--- src/rtl/core_tile_buf_if.sv ---
// core_tile_buf_if: fill/drain handshake bundle for the 8x8 tile rotation buffer
interface core_tile_buf_if #(parameter int P_PIX_W = 24);
  logic               I_TB_CLEAR;
  logic [1:0]         I_TB_DEGREES;
  logic               I_TB_DIRECTION;
  logic               I_TB_WR_VALID;
  logic [P_PIX_W-1:0] I_TB_WR_DATA;
  logic               O_TB_WR_READY;
  logic               O_TB_RD_VALID;
  logic [P_PIX_W-1:0] O_TB_RD_DATA;
  logic               I_TB_RD_READY;
  logic               O_TB_BUSY;
  modport slave (
    input  I_TB_CLEAR, I_TB_DEGREES, I_TB_DIRECTION, I_TB_WR_VALID, I_TB_WR_DATA, I_TB_RD_READY,
    output O_TB_WR_READY, O_TB_RD_VALID, O_TB_RD_DATA, O_TB_BUSY
  );
  modport master (
    output I_TB_CLEAR, I_TB_DEGREES, I_TB_DIRECTION, I_TB_WR_VALID, I_TB_WR_DATA, I_TB_RD_READY,
    input  O_TB_WR_READY, O_TB_RD_VALID, O_TB_RD_DATA, O_TB_BUSY
  );
endinterface

--- src/rtl/core_tile_buf.sv ---
// core_tile_buf: ping-pong 8x8 tile buffer that rotates each tile by 0/90/180/270 degrees
// between raster-order fill and raster-order drain.
module core_tile_buf #(parameter int P_PIX_W = 24) (
  input logic            I_TB_HCLK,
  input logic            I_TB_HRESET_N,
  core_tile_buf_if.slave s_tb
);
  typedef enum logic [1:0] {EMPTY, FILLING, FULL, DRAINING} bank_e;
  bank_e              r_st [2];
  bank_e              w_st_nxt [2];
  logic               r_wr_ptr, r_rd_ptr;
  logic [5:0]         r_wr_cnt, r_rd_cnt;
  logic [1:0]         r_eff [2];
  logic               r_rd_valid;
  logic [P_PIX_W-1:0] r_rd_data;
  logic [P_PIX_W-1:0] r_mem [128];
  logic               w_wr_ready, w_wr_fire, w_adv, w_avail, w_load;
  logic [1:0]         w_eff;
  logic [2:0]         w_r, w_c, w_sr, w_sc;

  assign w_wr_ready = (r_st[r_wr_ptr] == EMPTY) || (r_st[r_wr_ptr] == FILLING);
  assign w_wr_fire  = s_tb.I_TB_WR_VALID && w_wr_ready && !s_tb.I_TB_CLEAR;
  assign w_adv      = !r_rd_valid || s_tb.I_TB_RD_READY;
  assign w_avail    = (r_st[r_rd_ptr] == FULL) || (r_st[r_rd_ptr] == DRAINING);
  assign w_load     = w_adv && w_avail && !s_tb.I_TB_CLEAR;

  // Output position (r',c') maps back to its source pixel; 7-x on 3 bits is ~x.
  always_comb begin
    w_eff = r_eff[r_rd_ptr];
    w_r   = r_rd_cnt[5:3];
    w_c   = r_rd_cnt[2:0];
    w_sr  = (w_eff == 2'd0) ? w_r : (w_eff == 2'd1) ? ~w_c : (w_eff == 2'd2) ? ~w_r : w_c;
    w_sc  = (w_eff == 2'd0) ? w_c : (w_eff == 2'd1) ? w_r : (w_eff == 2'd2) ? ~w_c : ~w_r;
  end

  // Fill and drain never target the same bank: fill needs EMPTY/FILLING, drain FULL/DRAINING.
  always_comb begin
    for (int b = 0; b < 2; b++) begin
      w_st_nxt[b] = r_st[b];
      if (w_wr_fire && r_wr_ptr == 1'(b)) w_st_nxt[b] = (&r_wr_cnt) ? FULL : FILLING;
      if (w_load && r_rd_ptr == 1'(b)) w_st_nxt[b] = (&r_rd_cnt) ? EMPTY : DRAINING;
      if (s_tb.I_TB_CLEAR) w_st_nxt[b] = EMPTY;
    end
  end

  always_ff @(posedge I_TB_HCLK or negedge I_TB_HRESET_N) begin
    if (!I_TB_HRESET_N) begin
      r_st[0] <= EMPTY;
      r_st[1] <= EMPTY;
    end else begin
      r_st[0] <= w_st_nxt[0];
      r_st[1] <= w_st_nxt[1];
    end
  end

  always_ff @(posedge I_TB_HCLK or negedge I_TB_HRESET_N) begin
    if (!I_TB_HRESET_N) begin
      r_wr_ptr   <= 1'b0;
      r_rd_ptr   <= 1'b0;
      r_wr_cnt   <= '0;
      r_rd_cnt   <= '0;
      r_eff[0]   <= '0;
      r_eff[1]   <= '0;
      r_rd_valid <= 1'b0;
      r_rd_data  <= '0;
    end else if (s_tb.I_TB_CLEAR) begin
      r_wr_ptr   <= 1'b0;
      r_rd_ptr   <= 1'b0;
      r_wr_cnt   <= '0;
      r_rd_cnt   <= '0;
      r_rd_valid <= 1'b0;
    end else begin
      if (w_wr_fire) begin
        r_wr_cnt <= r_wr_cnt + 6'd1;
        if (r_wr_cnt == 6'd0) r_eff[r_wr_ptr] <= s_tb.I_TB_DIRECTION ? s_tb.I_TB_DEGREES : 2'd0 - s_tb.I_TB_DEGREES;
        if (&r_wr_cnt) r_wr_ptr <= !r_wr_ptr;
      end
      if (w_load) begin
        r_rd_data <= r_mem[{r_rd_ptr, w_sr, w_sc}];
        r_rd_cnt  <= r_rd_cnt + 6'd1;
        if (&r_rd_cnt) r_rd_ptr <= !r_rd_ptr;
      end
      if (w_adv) r_rd_valid <= w_avail;
    end
  end

  always_ff @(posedge I_TB_HCLK) begin
    if (w_wr_fire) r_mem[{r_wr_ptr, r_wr_cnt}] <= s_tb.I_TB_WR_DATA;
  end

  assign s_tb.O_TB_WR_READY = w_wr_ready;
  assign s_tb.O_TB_RD_VALID = r_rd_valid;
  assign s_tb.O_TB_RD_DATA  = r_rd_data;
  assign s_tb.O_TB_BUSY     = (r_st[0] != EMPTY) || (r_st[1] != EMPTY) || r_rd_valid;
endmodule

--- src/flat_wrapper.sv ---
// flat-port wrapper written by rule: the top's interface ports become plain ports
module core_tile_buf_flat 
#(parameter int P_PIX_W = 24)
  (I_TB_HCLK, I_TB_HRESET_N, s_tb_I_TB_CLEAR, s_tb_I_TB_DEGREES, s_tb_I_TB_DIRECTION, s_tb_I_TB_WR_VALID, s_tb_I_TB_WR_DATA, s_tb_I_TB_RD_READY, s_tb_O_TB_WR_READY, s_tb_O_TB_RD_VALID, s_tb_O_TB_RD_DATA, s_tb_O_TB_BUSY);
  core_tile_buf_if #(.P_PIX_W(P_PIX_W)) s_tb_i ();
  input logic I_TB_HCLK;
  input logic I_TB_HRESET_N;
  input wire logic [$bits(s_tb_i.I_TB_CLEAR)-1:0] s_tb_I_TB_CLEAR;
  input wire logic [$bits(s_tb_i.I_TB_DEGREES)-1:0] s_tb_I_TB_DEGREES;
  input wire logic [$bits(s_tb_i.I_TB_DIRECTION)-1:0] s_tb_I_TB_DIRECTION;
  input wire logic [$bits(s_tb_i.I_TB_WR_VALID)-1:0] s_tb_I_TB_WR_VALID;
  input wire logic [$bits(s_tb_i.I_TB_WR_DATA)-1:0] s_tb_I_TB_WR_DATA;
  input wire logic [$bits(s_tb_i.I_TB_RD_READY)-1:0] s_tb_I_TB_RD_READY;
  output wire logic [$bits(s_tb_i.O_TB_WR_READY)-1:0] s_tb_O_TB_WR_READY;
  output wire logic [$bits(s_tb_i.O_TB_RD_VALID)-1:0] s_tb_O_TB_RD_VALID;
  output wire logic [$bits(s_tb_i.O_TB_RD_DATA)-1:0] s_tb_O_TB_RD_DATA;
  output wire logic [$bits(s_tb_i.O_TB_BUSY)-1:0] s_tb_O_TB_BUSY;
  assign s_tb_i.I_TB_CLEAR = s_tb_I_TB_CLEAR;
  assign s_tb_i.I_TB_DEGREES = s_tb_I_TB_DEGREES;
  assign s_tb_i.I_TB_DIRECTION = s_tb_I_TB_DIRECTION;
  assign s_tb_i.I_TB_WR_VALID = s_tb_I_TB_WR_VALID;
  assign s_tb_i.I_TB_WR_DATA = s_tb_I_TB_WR_DATA;
  assign s_tb_i.I_TB_RD_READY = s_tb_I_TB_RD_READY;
  assign s_tb_O_TB_WR_READY = s_tb_i.O_TB_WR_READY;
  assign s_tb_O_TB_RD_VALID = s_tb_i.O_TB_RD_VALID;
  assign s_tb_O_TB_RD_DATA = s_tb_i.O_TB_RD_DATA;
  assign s_tb_O_TB_BUSY = s_tb_i.O_TB_BUSY;
  core_tile_buf #(.P_PIX_W(P_PIX_W)) u_core (.I_TB_HCLK(I_TB_HCLK), .I_TB_HRESET_N(I_TB_HRESET_N), .s_tb(s_tb_i));
endmodule
--- config.mk ---
export PLATFORM = sky130hd
export DESIGN_NAME = core_tile_buf_flat
export DESIGN_NICKNAME = d
export VERILOG_FILES = /design/src/rtl/core_tile_buf_if.sv /design/src/rtl/core_tile_buf.sv /design/src/flat_wrapper.sv
export SDC_FILE = /design/constraint.sdc
export NUM_CORES = 2
export LEC_CHECK = 0
export BUFFER_PORTS_ARGS = -buffer_cell sky130_fd_sc_hd__buf_2
export CAP_MARGIN = 10
export CORE_MARGIN = 4
export CORE_UTILIZATION = 45
export DETAILED_ROUTE_END_ITERATION = 6
export MAX_ROUTING_LAYER = met4
export PLACE_DENSITY = 0.67
export SYNTH_ARGS = -nofsm -noshare
export SYNTH_HDL_FRONTEND = slang
export SYNTH_SLANG_ARGS = --single-unit
export TNS_END_PERCENT = 1
--- constraint.sdc ---
create_clock -name I_TB_HCLK -period 3.8 [get_ports I_TB_HCLK]
set_input_delay 0.76 -clock I_TB_HCLK [delete_from_list [all_inputs] [get_ports I_TB_HCLK]]
set_output_delay 0.76 -clock I_TB_HCLK [all_outputs]
set_load 0.02 [all_outputs]
==> metrics.txt <==
Period Utilization, post-route=102%; DR DRC count=0; HP Class=in2async; Total GRT Usage=28.8%; Post-Syn Instances=just over 7000; highest ir drop seen on vdd=373 uV; clock latency on the worst-skew pair=approximately 0.91 ns; cell row count=189; synthesized flop and latch total=3119; first-pass GRT wire length=551000 um; final WL=398000 um; initial drt markers=13400; post-synth net total=7277; 1st-pass router iterations=6; synthesized cell area=120000 um2; max_cap viols=0; setup violators final=8; Worst-path clk slew=~0.060 ns; total CTS buffers=317; Post-DRT Antenna Nets=0; power per cell area=622 nW/um2; f_max=259 MHz; DP HPWL=246000 um; critical path data required time=roughly 4.6 ns; Worst Tran Pin Value=1.18 ns; outcome=complete, but fails checks; starting utilization of the core area=45.3%; Final nets=8092; clock tree from TritonCTS=yes; Pleak=47.3 nW; RSZ-0062 raised after global routing=true; syn_area_per_cell=16.6 um2; Fin Hold WS=~0.10 ns; Worst Setup End Kind=flip-flop; Die Area=276000 um2; Placer Congestion=0.978; Setup WS post-layout=-0.0640 ns; Inst Count DP=about 11000; # clock sinks=3119; WL per Instance=approximately 34 um; Layout Cells excl Fill=11900; Top FF cell, synth=edfxtp_1; GRT overflow=0; fin. max-slew vios=0; Vias/cell=6.39; largest net degree at the start of global routing=84; H-tree depth=5; Startpoint Class=flip-flop; vias in the first global route=72000; Layout area overhead=18.7%; clock root cell=clkbuf_16; IO Pins=59; Yosys warnings=0; Min Clock Period, post-route=slightly below 4 ns; Die Span Y=525 um; crit path max fanout=13; initial antenna violation count=31; share of layout cells above drive strength 1=22.5%; Die Wd=between 500 and 600 um; synth top area cells=edfxtp_1 (77%), mux4_2 (4.6%), nand2_1 (3.6%), mux2i_1 (2.3%), o22ai_1 (1.8%); port buffer count=58; Via Count=75800; Post-synth EDFFs=3072; Synth top area share=76.6%; Yosys cell types=69; sequential share of the synthesized area=77.6%; failing checks=setup timing; clock buffer depth=4; Layout fillers=20600; post-synth top area cell=edfxtp_1; endpoints failing hold=0; core area=266000 um2; clk_skew=0.0695 ns; fraction of registers with async set/reset=roughly 1.5%; final core utilization=between 50% and 60%; Slew HR=a little over a fifth; pre-CTS WS=-0.923 ns; worst path arrival time=4.69 ns; Setup Crit Path Kind=reg2reg
cells in the mapped netlist (9+ instances only):
cell type and number:
a32oi_1 83, edfxtp_1 3072, o2111ai_1 11, o311ai_0 16
buf_2 162, dfrtp_1 47, nand2b_1 9, a32o_1 10
nand4_1 62, mux4_2 245, buf_4 56, buf_6 9
clkbuf_1 167, o22ai_1 338, nor2_1 220, nand3_1 238
o211ai_1 25, or4_1 12, a2111oi_0 10, a221oi_1 16
o31ai_1 12, o41ai_1 9, mux2i_1 280, xnor2_1 17
a21oi_1 258, a222oi_1 11, nor4_1 72, and3_1 13
o221ai_1 51, o21ai_0 65, or3_1 23, nor2b_1 11
inv_1 9, nor3_1 164, a22oi_1 25, mux2_2 18
a311oi_1 9, buf_1 47, a31oi_1 99, nand2_1 1150
flip-flops by register name, summed over array words and instances (netlist names):
register,cells
u_core.r_eff,4
u_core.r_mem,3072
u_core.r_rd_cnt,6
u_core.r_rd_ptr,1
u_core.r_st,4
u_core.r_wr_cnt,6
u_core.r_wr_ptr,1
u_core.s_tb.O_TB_RD_DATA,24
u_core.s_tb.O_TB_RD_VALID,1
power breakdown:
part,switching (mW),internal (mW)
registers,0.0199,37.8
clock network,13.2,16.9
logic,13.3,7.82
critical path, cell delays in order, from the launching register on:
cell	delay (ns)
dfrtp_2	0.43
mux2i_4	0.30
buf_6	0.14
buf_6	0.12
mux2i_4	0.34
xnor2_4	0.19
buf_12	0.20
buf_12	0.16
buf_4	0.16
buf_4	0.27
mux4_2	0.27
mux2i_1	0.09
o211ai_1	0.65
o21ai_0	0.23
o211ai_1	0.22
per-layer routing:
metal / part of all wire (%) / GRT usage [%]
met1: 36 / 38.1
met2: 45 / 41.7
met3: 14 / 7.08
met4: 5.9 / 14.3
met5: 0 / -
layout by cell type (no fill, tap or decap), drive strengths merged, types with 127 or more instances in the layout:
cell / instances
edfxtp: 3072
nand2: 1150
buf: 920
clkbuf: 411
o22ai: 338
mux2i: 288
a21oi: 258
mux4: 245
nand3: 238
nor2: 220
nor3: 164
clkinv: 127
repair_timing:
action,CTS,global route
hold buffers,0,0
pin swaps,4,24
gates resized for setup,39,91
endpoints found under the setup margin,19,23
endpoints found under the hold margin,0,0
setup buffers,13,57
gates cloned,7,10
final cells by class:
| class | count | area (um2) | area share (%) |
|---|---|---|---|
| antenna | 17 | 42.5 | 0.0298 |
| clock buffer | 401 | 8400 | 5.88 |
| clock inverter | 161 | 1460 | 1.02 |
| inverter | 9 | 33.8 | 0.0236 |
| multi-input combinational | 3673 | 25900 | 18.1 |
| sequential | 3119 | 93400 | 65.4 |
| tap | 3533 | 4420 | 3.09 |
| timing repair buffer | 937 | 9300 | 6.51 |
metrics by stage:
stage                     power (mW)  cell area, um2  setup TNS, ns
after floorplan                 47.8          120000              0
after global placement          57.6          131000          -6.55
after detailed placement        57.7          131000          -5.18
after CTS                       87.8          142000        -0.0468
after global routing            91.2          143000         -0.615
final                           89.0          143000         -0.311
kinds of logic (layout without fill, tap and decap cells):
kind of cell	Yosys count	after routing	synth area share, %
compound gates	1102	1102	6.04
xor+xnor	24	24	0.212
fa+ha+maj	3	3	0.0312
buf+inv	450	1508	1.80
flops	3119	3119	77.6
mux	551	551	7.20
other cells	0	17	0
simple gates	1993	1993	7.12
worst paths after layout:
check / startpoint / to / slack [ns] / depth (start not counted)
min in group I_TB_HCLK: s_tb_I_TB_WR_DATA[17] / u_core.r_mem[82][17]$_DFFE_PP_ / 0.21 / 1
worst min register to register: u_core.r_st[2]$_DFFE_PN0P_ / u_core.r_st[2]$_DFFE_PN0P_ / 0.49 / 2
worst max register to register: u_core.r_rd_ptr$_DFFE_PN0P_ / u_core.s_tb.O_TB_RD_DATA[15]$_DFFE_PN0P_ / -0.06 / 14
worst min-delay path: I_TB_HRESET_N / u_core.s_tb.O_TB_RD_DATA[10]$_DFFE_PN0P_ / 0.10 / 2
worst max-delay path: u_core.r_rd_ptr$_DFFE_PN0P_ / u_core.s_tb.O_TB_RD_DATA[15]$_DFFE_PN0P_ / -0.06 / 14
max in group asynchronous: I_TB_HRESET_N / u_core.r_rd_ptr$_DFFE_PN0P_ / 2.91 / 2
Note: power is estimated with default switching activity, not from simulation.
